### config.mk
export PLATFORM = sky130hd
export DESIGN_NAME = toysram_16x12_ctl_flat
export DESIGN_NICKNAME = d
export VERILOG_FILES = /design/src/rtl/toysram_16x12_ctl_if.sv /design/src/rtl/toysram_16x12_ctl.sv /design/src/flat_wrapper.sv
export SDC_FILE = /design/constraint.sdc
export NUM_CORES = 1
export LEC_CHECK = 0
export BUFFER_PORTS_ARGS = -buffer_cell sky130_fd_sc_hd__buf_2
export CAP_MARGIN = 25
export CORE_UTILIZATION = 35
export CTS_BUF_LIST = sky130_fd_sc_hd__clkbuf_2 sky130_fd_sc_hd__clkbuf_4 sky130_fd_sc_hd__clkbuf_8
export DETAILED_ROUTE_END_ITERATION = 8
export PLACE_DENSITY = 0.68
export SLEW_MARGIN = 40
export SYNTH_ARGS = -nofsm -noshare
export SYNTH_HDL_FRONTEND = slang
export SYNTH_SLANG_ARGS = --single-unit
export TNS_END_PERCENT = 50
### constraint.sdc
create_clock -name clk -period 5 [get_ports clk]
set_clock_uncertainty 0.05 [all_clocks]
set_input_delay 0.25 -clock clk [delete_from_list [all_inputs] [get_ports clk]]
set_output_delay 0.25 -clock clk [all_outputs]
set_load 0.01 [all_outputs]
### src/rtl/toysram_16x12_ctl_if.sv
// toysram_16x12_ctl_if
//   Host-side bundle for the 16x12 toy SRAM controller: two read ports and
//   one write port.
//   rdX_req/rdX_addr   : read request and row address (host -> controller)
//   rdX_ack            : read accepted this cycle (controller -> host)
//   rdX_vld/rdX_data   : read data valid pulse and held read data
//   wr_req/wr_addr/wr_data : write request, row address, row data
//   wr_ack             : write accepted this cycle
//   wr_busy            : write sequence in progress
//   Modports: master (host side), slave (controller side).
interface toysram_16x12_ctl_if;
  logic        rd0_req;
  logic [3:0]  rd0_addr;
  logic        rd0_ack;
  logic        rd0_vld;
  logic [0:11] rd0_data;

  logic        rd1_req;
  logic [3:0]  rd1_addr;
  logic        rd1_ack;
  logic        rd1_vld;
  logic [0:11] rd1_data;

  logic        wr_req;
  logic [3:0]  wr_addr;
  logic [0:11] wr_data;
  logic        wr_ack;
  logic        wr_busy;

  modport master (
    output rd0_req, rd0_addr, input rd0_ack, rd0_vld, rd0_data,
    output rd1_req, rd1_addr, input rd1_ack, rd1_vld, rd1_data,
    output wr_req, wr_addr, wr_data, input wr_ack, wr_busy
  );

  modport slave (
    input rd0_req, rd0_addr, output rd0_ack, rd0_vld, rd0_data,
    input rd1_req, rd1_addr, output rd1_ack, rd1_vld, rd1_data,
    input wr_req, wr_addr, wr_data, output wr_ack, wr_busy
  );
endinterface

### src/rtl/toysram_16x12_ctl.sv
// toysram_16x12_ctl
//   Controller for a 16-row x 12-bit toy SRAM macro with two pipelined read
//   ports and one sequenced write port.
//   clk, rst_n : clock (rising edge) and asynchronous active-low reset
//   bus        : host-side handshake bundle (toysram_16x12_ctl_if.slave)
//   RWL0, RWL1 : read wordlines, one per read port (zero or one-hot)
//   WWL        : write wordline (one-hot only during the write pulse)
//   RBL0, RBL1 : read bitlines returned by the array
//   WBL, WBLb  : write bitlines, true and complement
//   Address i selects wordline bit [i]; data bit [k] maps to bitline bit [k].
//   Every array-side output comes straight from a flop.
//   Optional macro TOYSRAM_CTL_WR_BYPASS_EN: reads hitting the row of an
//   in-flight write are acked at once and return the latched write data
//   instead of stalling until the write sequence completes.
module toysram_16x12_ctl (
  input  logic                clk,
  input  logic                rst_n,
  toysram_16x12_ctl_if.slave  bus,
  output logic [0:15]         RWL0,
  output logic [0:15]         RWL1,
  output logic [0:15]         WWL,
  input  logic [0:11]         RBL0,
  input  logic [0:11]         RBL1,
  output logic [0:11]         WBL,
  output logic [0:11]         WBLb
);

  typedef enum logic [1:0] {W_IDLE, W_SETUP, W_PULSE, W_HOLD} wr_state_e;

  wr_state_e   wr_state_q, wr_state_d;
  logic [3:0]  wr_addr_q,  wr_addr_d;
  logic [0:11] wr_data_q,  wr_data_d;
  logic [0:15] rwl0_q, rwl0_d, rwl1_q, rwl1_d, wwl_q, wwl_d;
  logic [0:11] wbl_q, wbl_d, wblb_q, wblb_d;
  logic        rd0_p1_q, rd0_p1_d, rd1_p1_q, rd1_p1_d;
  logic        rd0_byp_q, rd0_byp_d, rd1_byp_q, rd1_byp_d;
  logic        rd0_vld_q, rd0_vld_d, rd1_vld_q, rd1_vld_d;
  logic [0:11] rd0_data_q, rd0_data_d, rd1_data_q, rd1_data_d;

  logic wr_acc, wr_busy;
  logic rd0_hit, rd1_hit, rd0_acc, rd1_acc, rd0_byp, rd1_byp;

  function automatic logic [0:15] row_sel(input logic [3:0] a);
    logic [0:15] s;
    s    = '0;
    s[a] = 1'b1;
    return s;
  endfunction

  always_comb begin
    wr_state_d = wr_state_q;
    wr_addr_d  = wr_addr_q;
    wr_data_d  = wr_data_q;

    wr_busy = (wr_state_q != W_IDLE);
    wr_acc  = bus.wr_req && (wr_state_q == W_IDLE);

    case (wr_state_q)
      W_IDLE: begin
        if (wr_acc) begin
          wr_state_d = W_SETUP;
          wr_addr_d  = bus.wr_addr;
          wr_data_d  = bus.wr_data;
        end
      end
      W_SETUP: wr_state_d = W_PULSE;
      W_PULSE: wr_state_d = W_HOLD;
      W_HOLD:  wr_state_d = W_IDLE;
      default: wr_state_d = W_IDLE;
    endcase

    // Array-side write drive is computed from the next state so the
    // bitlines/wordline flops line up with the state they belong to.
    wbl_d  = (wr_state_d != W_IDLE) ? wr_data_d  : '0;
    wblb_d = (wr_state_d != W_IDLE) ? ~wr_data_d : '0;
    wwl_d  = (wr_state_d == W_PULSE) ? row_sel(wr_addr_d) : '0;

    // A read only conflicts with a write that has left W_IDLE; a read
    // accepted alongside the write itself sees the old row.
    rd0_hit = wr_busy && (wr_addr_q == bus.rd0_addr);
    rd1_hit = wr_busy && (wr_addr_q == bus.rd1_addr);
`ifdef TOYSRAM_CTL_WR_BYPASS_EN
    rd0_acc = bus.rd0_req;
    rd1_acc = bus.rd1_req;
    rd0_byp = rd0_hit;
    rd1_byp = rd1_hit;
`else
    rd0_acc = bus.rd0_req && !rd0_hit;
    rd1_acc = bus.rd1_req && !rd1_hit;
    rd0_byp = 1'b0;
    rd1_byp = 1'b0;
`endif

    rwl0_d    = (rd0_acc && !rd0_byp) ? row_sel(bus.rd0_addr) : '0;
    rwl1_d    = (rd1_acc && !rd1_byp) ? row_sel(bus.rd1_addr) : '0;
    rd0_p1_d  = rd0_acc;
    rd1_p1_d  = rd1_acc;
    rd0_byp_d = rd0_byp;
    rd1_byp_d = rd1_byp;

    // wr_data_q still holds the bypassed write's data here even if a new
    // write is accepted in this same cycle (it only lands at the edge).
    rd0_vld_d  = rd0_p1_q;
    rd1_vld_d  = rd1_p1_q;
    rd0_data_d = rd0_data_q;
    rd1_data_d = rd1_data_q;
    if (rd0_p1_q) rd0_data_d = rd0_byp_q ? wr_data_q : RBL0;
    if (rd1_p1_q) rd1_data_d = rd1_byp_q ? wr_data_q : RBL1;
  end

  always_ff @(posedge clk or negedge rst_n) begin
    if (!rst_n) begin
      wr_state_q <= W_IDLE;
      wr_addr_q  <= '0;
      wr_data_q  <= '0;
      rwl0_q     <= '0;
      rwl1_q     <= '0;
      wwl_q      <= '0;
      wbl_q      <= '0;
      wblb_q     <= '0;
      rd0_p1_q   <= 1'b0;
      rd1_p1_q   <= 1'b0;
      rd0_byp_q  <= 1'b0;
      rd1_byp_q  <= 1'b0;
      rd0_vld_q  <= 1'b0;
      rd1_vld_q  <= 1'b0;
      rd0_data_q <= '0;
      rd1_data_q <= '0;
    end else begin
      wr_state_q <= wr_state_d;
      wr_addr_q  <= wr_addr_d;
      wr_data_q  <= wr_data_d;
      rwl0_q     <= rwl0_d;
      rwl1_q     <= rwl1_d;
      wwl_q      <= wwl_d;
      wbl_q      <= wbl_d;
      wblb_q     <= wblb_d;
      rd0_p1_q   <= rd0_p1_d;
      rd1_p1_q   <= rd1_p1_d;
      rd0_byp_q  <= rd0_byp_d;
      rd1_byp_q  <= rd1_byp_d;
      rd0_vld_q  <= rd0_vld_d;
      rd1_vld_q  <= rd1_vld_d;
      rd0_data_q <= rd0_data_d;
      rd1_data_q <= rd1_data_d;
    end
  end

  assign RWL0 = rwl0_q;
  assign RWL1 = rwl1_q;
  assign WWL  = wwl_q;
  assign WBL  = wbl_q;
  assign WBLb = wblb_q;

  assign bus.rd0_ack  = rd0_acc;
  assign bus.rd1_ack  = rd1_acc;
  assign bus.rd0_vld  = rd0_vld_q;
  assign bus.rd1_vld  = rd1_vld_q;
  assign bus.rd0_data = rd0_data_q;
  assign bus.rd1_data = rd1_data_q;
  assign bus.wr_ack   = wr_acc;
  assign bus.wr_busy  = wr_busy;

endmodule

### src/flat_wrapper.sv
// flat-port wrapper written by rule: the top's interface ports become plain ports
module toysram_16x12_ctl_flat 
  (clk, rst_n, RWL0, RWL1, WWL, RBL0, RBL1, WBL, WBLb, bus_rd0_req, bus_rd0_addr, bus_rd0_ack, bus_rd0_vld, bus_rd0_data, bus_rd1_req, bus_rd1_addr, bus_rd1_ack, bus_rd1_vld, bus_rd1_data, bus_wr_req, bus_wr_addr, bus_wr_data, bus_wr_ack, bus_wr_busy);
  toysram_16x12_ctl_if bus_i ();
  input  logic clk;
  input  logic rst_n;
  output logic [0:15] RWL0;
  output logic [0:15] RWL1;
  output logic [0:15] WWL;
  input  logic [0:11] RBL0;
  input  logic [0:11] RBL1;
  output logic [0:11] WBL;
  output logic [0:11] WBLb;
  input wire logic [$bits(bus_i.rd0_req)-1:0] bus_rd0_req;
  input wire logic [$bits(bus_i.rd0_addr)-1:0] bus_rd0_addr;
  output wire logic [$bits(bus_i.rd0_ack)-1:0] bus_rd0_ack;
  output wire logic [$bits(bus_i.rd0_vld)-1:0] bus_rd0_vld;
  output wire logic [$bits(bus_i.rd0_data)-1:0] bus_rd0_data;
  input wire logic [$bits(bus_i.rd1_req)-1:0] bus_rd1_req;
  input wire logic [$bits(bus_i.rd1_addr)-1:0] bus_rd1_addr;
  output wire logic [$bits(bus_i.rd1_ack)-1:0] bus_rd1_ack;
  output wire logic [$bits(bus_i.rd1_vld)-1:0] bus_rd1_vld;
  output wire logic [$bits(bus_i.rd1_data)-1:0] bus_rd1_data;
  input wire logic [$bits(bus_i.wr_req)-1:0] bus_wr_req;
  input wire logic [$bits(bus_i.wr_addr)-1:0] bus_wr_addr;
  input wire logic [$bits(bus_i.wr_data)-1:0] bus_wr_data;
  output wire logic [$bits(bus_i.wr_ack)-1:0] bus_wr_ack;
  output wire logic [$bits(bus_i.wr_busy)-1:0] bus_wr_busy;
  assign bus_i.rd0_req = bus_rd0_req;
  assign bus_i.rd0_addr = bus_rd0_addr;
  assign bus_rd0_ack = bus_i.rd0_ack;
  assign bus_rd0_vld = bus_i.rd0_vld;
  assign bus_rd0_data = bus_i.rd0_data;
  assign bus_i.rd1_req = bus_rd1_req;
  assign bus_i.rd1_addr = bus_rd1_addr;
  assign bus_rd1_ack = bus_i.rd1_ack;
  assign bus_rd1_vld = bus_i.rd1_vld;
  assign bus_rd1_data = bus_i.rd1_data;
  assign bus_i.wr_req = bus_wr_req;
  assign bus_i.wr_addr = bus_wr_addr;
  assign bus_i.wr_data = bus_wr_data;
  assign bus_wr_ack = bus_i.wr_ack;
  assign bus_wr_busy = bus_i.wr_busy;
  toysram_16x12_ctl u_core (.clk(clk), .rst_n(rst_n), .bus(bus_i), .RWL0(RWL0), .RWL1(RWL1), .WWL(WWL), .RBL0(RBL0), .RBL1(RBL1), .WBL(WBL), .WBLb(WBLb));
endmodule
==> flow_summary_export.csv, run 1 <==
group,metric,value,unit
status,status,"completed",
finish,utilization,48.8,%
floorplan,die_h,116,um
power,ir_drop,394,uV
grt,overflow,0,
sta,finalSetupViolations,0,
grt,grt_use_total,15.6,%
sta,hold_viol,0,
synth,syn_nets,402,
grt,grt_pass1_wl,15500,um
synth,yosys.area.top_type_share,64.4,%
synth,synth.most_common_cell,"dfrtp_1",
clock_network,cts_tree,"done",
floorplan,core_area,12700,um2
worst_setup_path,critical_path_arrival,2.53,ns
power,p_leak,0.00312,uW
detailed_routing,wl,10100,um
sta,slew_headroom,47.0,%
detailed_routing,avgViaCountPerCell,4.55,
synth,synthTopCellsByArea,"dfrtp_1, mux2_2, a21oi_1, nand2_1, nor3b_1",
sta,rsz0062_at_grt,"false",
power,p_per_area,536,nW/um2
power,p_seq_share,39.9,%
synth,synth_commonest_cells,"dfrtp_1, a21oi_1, mux2_2",
detailed_routing,via_count,3234,
min_path,hold_class,"in -> reg",
worst_setup_path,path_max_fanout,17,
synth,synth_area_leader_cell,"dfrtp_1",
power,switching_power,1100,uW
power,swShare,33.2,%
placement,postPlaceCellArea,5450,um2
clock_network,clk_latency,0.43,ns
finish,fin_nets,583,
power,power.share.clock,28.4,%
placement,hpwl,6920,um
finish,final_area,6190,um2
worst_setup_path,end_kind,"primary output",
grt,grt_pass1_vias,3225,
worst_setup_path,cp.required,4.70,ns
clock_network,clock_sinks,118,
synth,synthArstFlopShare,100,%
clock_network,post_cts_buffers,0,
flow_run,cap_violations,0,
sta,period_needed,2.83,ns
floorplan,die_area,13600,um2
clock_network,cts_max_path_buffers,2,
clock_network,holdBufCountCts,28,
clock_network,cts_resized,0,
synth,syn_area_per_cell,13.3,um2
placement,port_buffers,154,
synth,syn_area,4580,um2
finish,drive_gt1_share,43.8,%
detailed_routing,drc,0,
sta,tns,0,ns
synth,synth_cells,345,
synth,ys_seq_area_share,64.4,%
floorplan,die_w,116,um
sta,worst_slew_pin_slew,0.790,ns
power,comb_power_share,31.7,%
detailed_routing,drt_iter0_markers,169,
sta,fmax,353,MHz
sta,drv_slew,0,
floorplan,core.rowCount,41,
clock_network,cts-buffers-inserted,17,
placement,place.gp.congestion,0.806,
synth,synth_edf_count,0,
clock_network,htree_num_levels,4,
detailed_routing,dr.pass1.iters,4,
grt,antenna_found_initial,2,
clock_network,clockRootBuffer,"clkbuf_8",
synth,ys.flop_type,"dfrtp_1",
floorplan,initial_utilization,36.2,%
clock_network,clk_pin_slew,0.07,ns
detailed_routing,wire_per_inst,14.2,um
synth,yosysUniqueCellTypes,37,
grt,grt_max_degree,65,
sta,period_share,56.7,%
detailed_routing,ant_nets,0,
synth,synth_warnings,0,
floorplan,pin_count,155,
worst_setup_path,crit_type,"reg -> out",
power,p_int,2220,uW
finish,syn2layout_area_growth,35.0,%
synth,ys_ff_latch,118,
worst_setup_path,worst_setup_path_start_kind,"flip-flop",
## layer usage
metal | wire (um) | track usage [%]
met5 | 13 | 0
met4 | 146 | 5.30
met3 | 931 | 8.35
met2 | 4760 | 25.1
met1 | 4250 | 17.6
## per-stage QoR
step | worst slack [ns] | power (uW) | std cells | hold WS [ns]
after detailed placement | 2.62 | 2380 | 650 | 0.323
after global routing | 1.87 | 3520 | 709 | 0.00390
after floorplan | 3.25 | 2080 | 345 | -0.0956
after CTS | 2.14 | 3360 | 708 | 0.000284
final | 2.17 | 3320 | 710 | 0.0328
after global placement | 2.70 | 2330 | 650 | 0.306
## kinds of logic after synthesis
logic type / after synthesis / share of synthesized area, %
buf+inv: 30 / 3.44
xor+xnor: 8 / 1.53
flops: 118 / 64.4
fa+ha+maj: 4 / 1.09
simple gates: 75 / 9.99
compound gates: 72 / 9.80
mux: 38 / 9.74
## worst paths after layout
path / from / end / slack (ns) / depth (start not counted)
setup / recovery: u_core.wr_state_q[0]$_DFF_PN0_ / bus_rd0_ack / 2.17 / 5
hold / removal: bus_wr_data[8] / u_core.wr_data_q[3]$_DFF_PN0_ / 0.03 / 2
setup reg to reg: u_core.wr_state_q[0]$_DFF_PN0_ / u_core.WBL[5]$_DFF_PN0_ / 2.82 / 5
hold reg to reg: u_core.bus.rd1_data[1]$_DFFE_PN0P_ / u_core.bus.rd1_data[1]$_DFFE_PN0P_ / 0.45 / 1
max in group asynchronous: rst_n / u_core.RWL0[0]$_DFF_PN0_ / 3.46 / 3
min in group asynchronous: rst_n / u_core.WBLb[4]$_DFF_PN0_ / 0.31 / 2
## power groups by stage
| stage | registers, uW | clock network (uW) | logic (uW) |
|---|---|---|---|
| detailed placement | 1330 | 0 | 1040 |
| CTS | 1320 | 971 | 1060 |
| floorplan | 1360 | 0 | 716 |
| finish | 1320 | 943 | 1050 |
| global route | 1350 | 1010 | 1160 |
| global placement | 1330 | 0 | 1010 |
## flip-flops by register name (all words and copies together), names as in the netlist
signal               flops
u_core.wr_addr_q         4
u_core.rd1_p1_q          1
u_core.RWL0             16
u_core.rd0_p1_q          1
u_core.WBLb             12
u_core.wr_state_q        2
u_core.WWL              16
u_core.WBL              12
u_core.bus.rd1_vld       1
u_core.bus.rd0_vld       1
u_core.bus.rd0_data     12
u_core.RWL1             16
u_core.bus.rd1_data     12
u_core.wr_data_q        12
## layout by cell type (no fill, tap or decap), types with 2 or more instances in the layout
cell type / netlist / layout
clkbuf_8: 0 / 21
ha_1: 4 / 4
and4_1: 2 / 2
inv_1: 7 / 6
o31a_1: 2 / 2
clkinv_2: 0 / 4
xor2_1: 6 / 6
dlygate4sd3_1: 0 / 29
mux2_4: 5 / 5
xnor2_1: 2 / 2
and4b_1: 2 / 2
a21oi_1: 39 / 39
nor2b_1: 4 / 4
nor3b_1: 11 / 11
o21ai_0: 3 / 3
bufinv_16: 0 / 4
dfrtp_1: 118 / 118
mux2_2: 33 / 33
nor2_1: 9 / 9
nand4b_1: 2 / 2
a21boi_0: 4 / 4
a21oi_2: 5 / 5
a211oi_1: 2 / 2
a31oi_1: 4 / 4
nand2_1: 26 / 26
nand3_1: 8 / 8
nor4_4: 2 / 2
and3b_1: 4 / 4
a21boi_1: 10 / 10
and3_1: 2 / 2
buf_2: 6 / 153
## critical path, stage by stage, from the launching register on
cell and delay (ns):
dfrtp_1 0.36, inv_1 0.10, ha_1 0.41, nor4_4 0.79, a21boi_0 0.24, buf_2 0.20
## layout make-up
cell class	count	area (um2)
clock inverter	9	149
fill	1117	6480
tap	172	215
inverter	8	30.0
multi-input combinational	197	1470
antenna	1	2.50
sequential	118	2950
clock buffer	21	289
timing repair buffer	184	1070
Note: power is estimated with default switching activity, not from simulation.
==> inputs of run 2 (changes only) <==
==> constraint.sdc (replaced) <==
create_clock -name clk -period 2.9 [get_ports clk]
set_clock_uncertainty 0.05 [all_clocks]
set_input_delay 0.145 -clock clk [delete_from_list [all_inputs] [get_ports clk]]
set_output_delay 0.145 -clock clk [all_outputs]
set_load 0.01 [all_outputs]
==> flow_summary_export.csv, run 2 (same netlist as run 1, synthesis figures left out) <==
group,metric,value,unit
power,p_per_area,884,nW/um2
floorplan,core_area,12700,um2
finish,fin_nets,606,
min_path,hold_class,"in -> reg",
min_path,hold_start,"bus_rd1_addr[0]",
clock_network,htree_num_levels,4,
placement,dp_cells,652,
worst_setup_path,crit_type,"reg -> out",
placement,port_buffers,154,
detailed_routing,via_count,3405,
worst_setup_path,cp-startpoint,"u_core.wr_state_q[0]$_DFF_PN0_",
detailed_routing,avgViaCountPerCell,4.65,
placement,hpwl,7090,um
grt,grt_max_degree,64,
floorplan,die_h,116,um
floorplan,core.rowCount,41,
placement,dp_slack,0.734,ns
detailed_routing,dr.pass1.iters,4,
detailed_routing,wire_per_inst,14.4,um
power,p_leak,0.00320,uW
sta,worst_slack,0.491,ns
clock_network,cts_resized,0,
grt,grt_use_total,16.4,%
floorplan,initial_utilization,36.2,%
finish,antenna_cells,0,
clock_network,clk_pin_slew,0.07,ns
sta,finalSetupViolations,0,
clock_network,clk_latency,0.43,ns
floorplan,pin_count,155,
finish,layout_common_cells,"buf_2, dfrtp_1, dlygate4sd3_1, a21oi_1, mux2_2",
floorplan,die_area,13600,um2
worst_setup_path,r2r_start,"u_core.wr_state_q[0]$_DFF_PN0_",
grt,grt_pass1_wl,16500,um
clock_network,clockRootBuffer,"clkbuf_8",
sta,slew_headroom,54.2,%
clock_network,clock_sinks,118,
worst_setup_path,path_max_fanout,17,
clock_network,cts_max_path_buffers,2,
finish,syn2layout_area_growth,39.3,%
finish,final_area,6390,um2
grt,grt_pass1_vias,3319,
grt,antenna_found_initial,0,
sta,fmax,415,MHz
detailed_routing,drc,0,
finish,final_common_cell,"buf_2",
worst_setup_path,worst_setup_path_start_kind,"flip-flop",
sta,hold_viol,0,
sta,period_share,83.1,%
sta,worst_slew_pin_slew,0.686,ns
power,power,5650,uW
sta,tns,0,ns
placement,postPlaceCellArea,5480,um2
flow_run,cap_violations,0,
finish,drive_gt1_share,42.6,%
detailed_routing,wl,10600,um
status,status,"completed",
clock_network,cts-buffers-inserted,17,
placement,place.gp.congestion,0.779,
worst_setup_path,critical_path_arrival,2.21,ns
detailed_routing,ant_nets,0,
worst_setup_path,end_kind,"primary output",
finish,fin_cells,733,
sta,period_needed,2.41,ns
grt,overflow,0,
floorplan,die_w,116,um
clock_network,cts_tree,"done",
sta,drv_slew,0,
worst_setup_path,cp.required,2.71,ns
sta,rsz0062_at_grt,"false",
power,ir_drop,554,uV
detailed_routing,drt_iter0_markers,208,
[run 2: where the power goes]
group / leakage, uW / internal [uW] / switching [uW]
Sequential: 0.00150 / 2060 / 231
Clock: 0.000211 / 878 / 618
Combinational: 0.00149 / 782 / 1080
[run 2: final timing paths]
kind | cells after the start | slack [ns] | endpoint
min | 4 | 0.03 | u_core.RWL1[4]$_DFF_PN0_
min in group asynchronous | 2 | 0.24 | u_core.wr_data_q[4]$_DFF_PN0_
max | 6 | 0.49 | bus_rd0_ack
min reg2reg | 1 | 0.45 | u_core.bus.rd0_data[10]$_DFFE_PN0P_
max reg2reg | 5 | 0.60 | u_core.WBL[0]$_DFF_PN0_
max in group asynchronous | 3 | 1.78 | u_core.bus.rd1_data[8]$_DFFE_PN0P_
[run 2: routing by layer]
| metal | routed length [um] | up-vias | global-route usage [%] |
|---|---|---|---|
| li1 | - | 1607 | - |
| met1 | 4500 | 1650 | 20.1 |
| met2 | 5110 | 134 | 26.0 |
| met3 | 827 | 14 | 6.43 |
| met4 | 144 | 0 | 6.67 |
| met5 | 0 | - | 0 |
[run 2: worst max-delay path, stage by stage, from the launching register on]
cell	delay, ns
dfrtp_1	0.38
inv_1	0.14
ha_1	0.54
nor4_4	0.11
buf_4	0.21
a21boi_0	0.23
buf_2	0.18
[run 2: what timing repair did]
action / 4_1_cts / 5_1_grt
hold buffers: 50 / 0
buffers inserted: 0 / 0
setup endpoints to repair: 0 / 0
endpoints found under the hold margin: 118 / 0
[run 2: layout make-up]
| type | instances | area, um2 |
|---|---|---|
| timing repair buffer | 207 | 1310 |
| clock buffer | 23 | 310 |
| multi-input combinational | 197 | 1470 |
| sequential | 118 | 2950 |
| fill | 1129 | 6280 |
| inverter | 8 | 30.0 |
| tap | 172 | 215 |
| clock inverter | 8 | 96.3 |
[run 2: stage by stage]
| step | hold WS (ns) | utilization (%) |
|---|---|---|
| finish | 0.0300 | 50.4 |
| global route | 0.0335 | 50.4 |
| CTS | 0.00378 | 50.4 |
| detailed placement | 0.186 | 43.3 |
| global placement | 0.172 | 43.3 |
| floorplan | -0.201 | - |
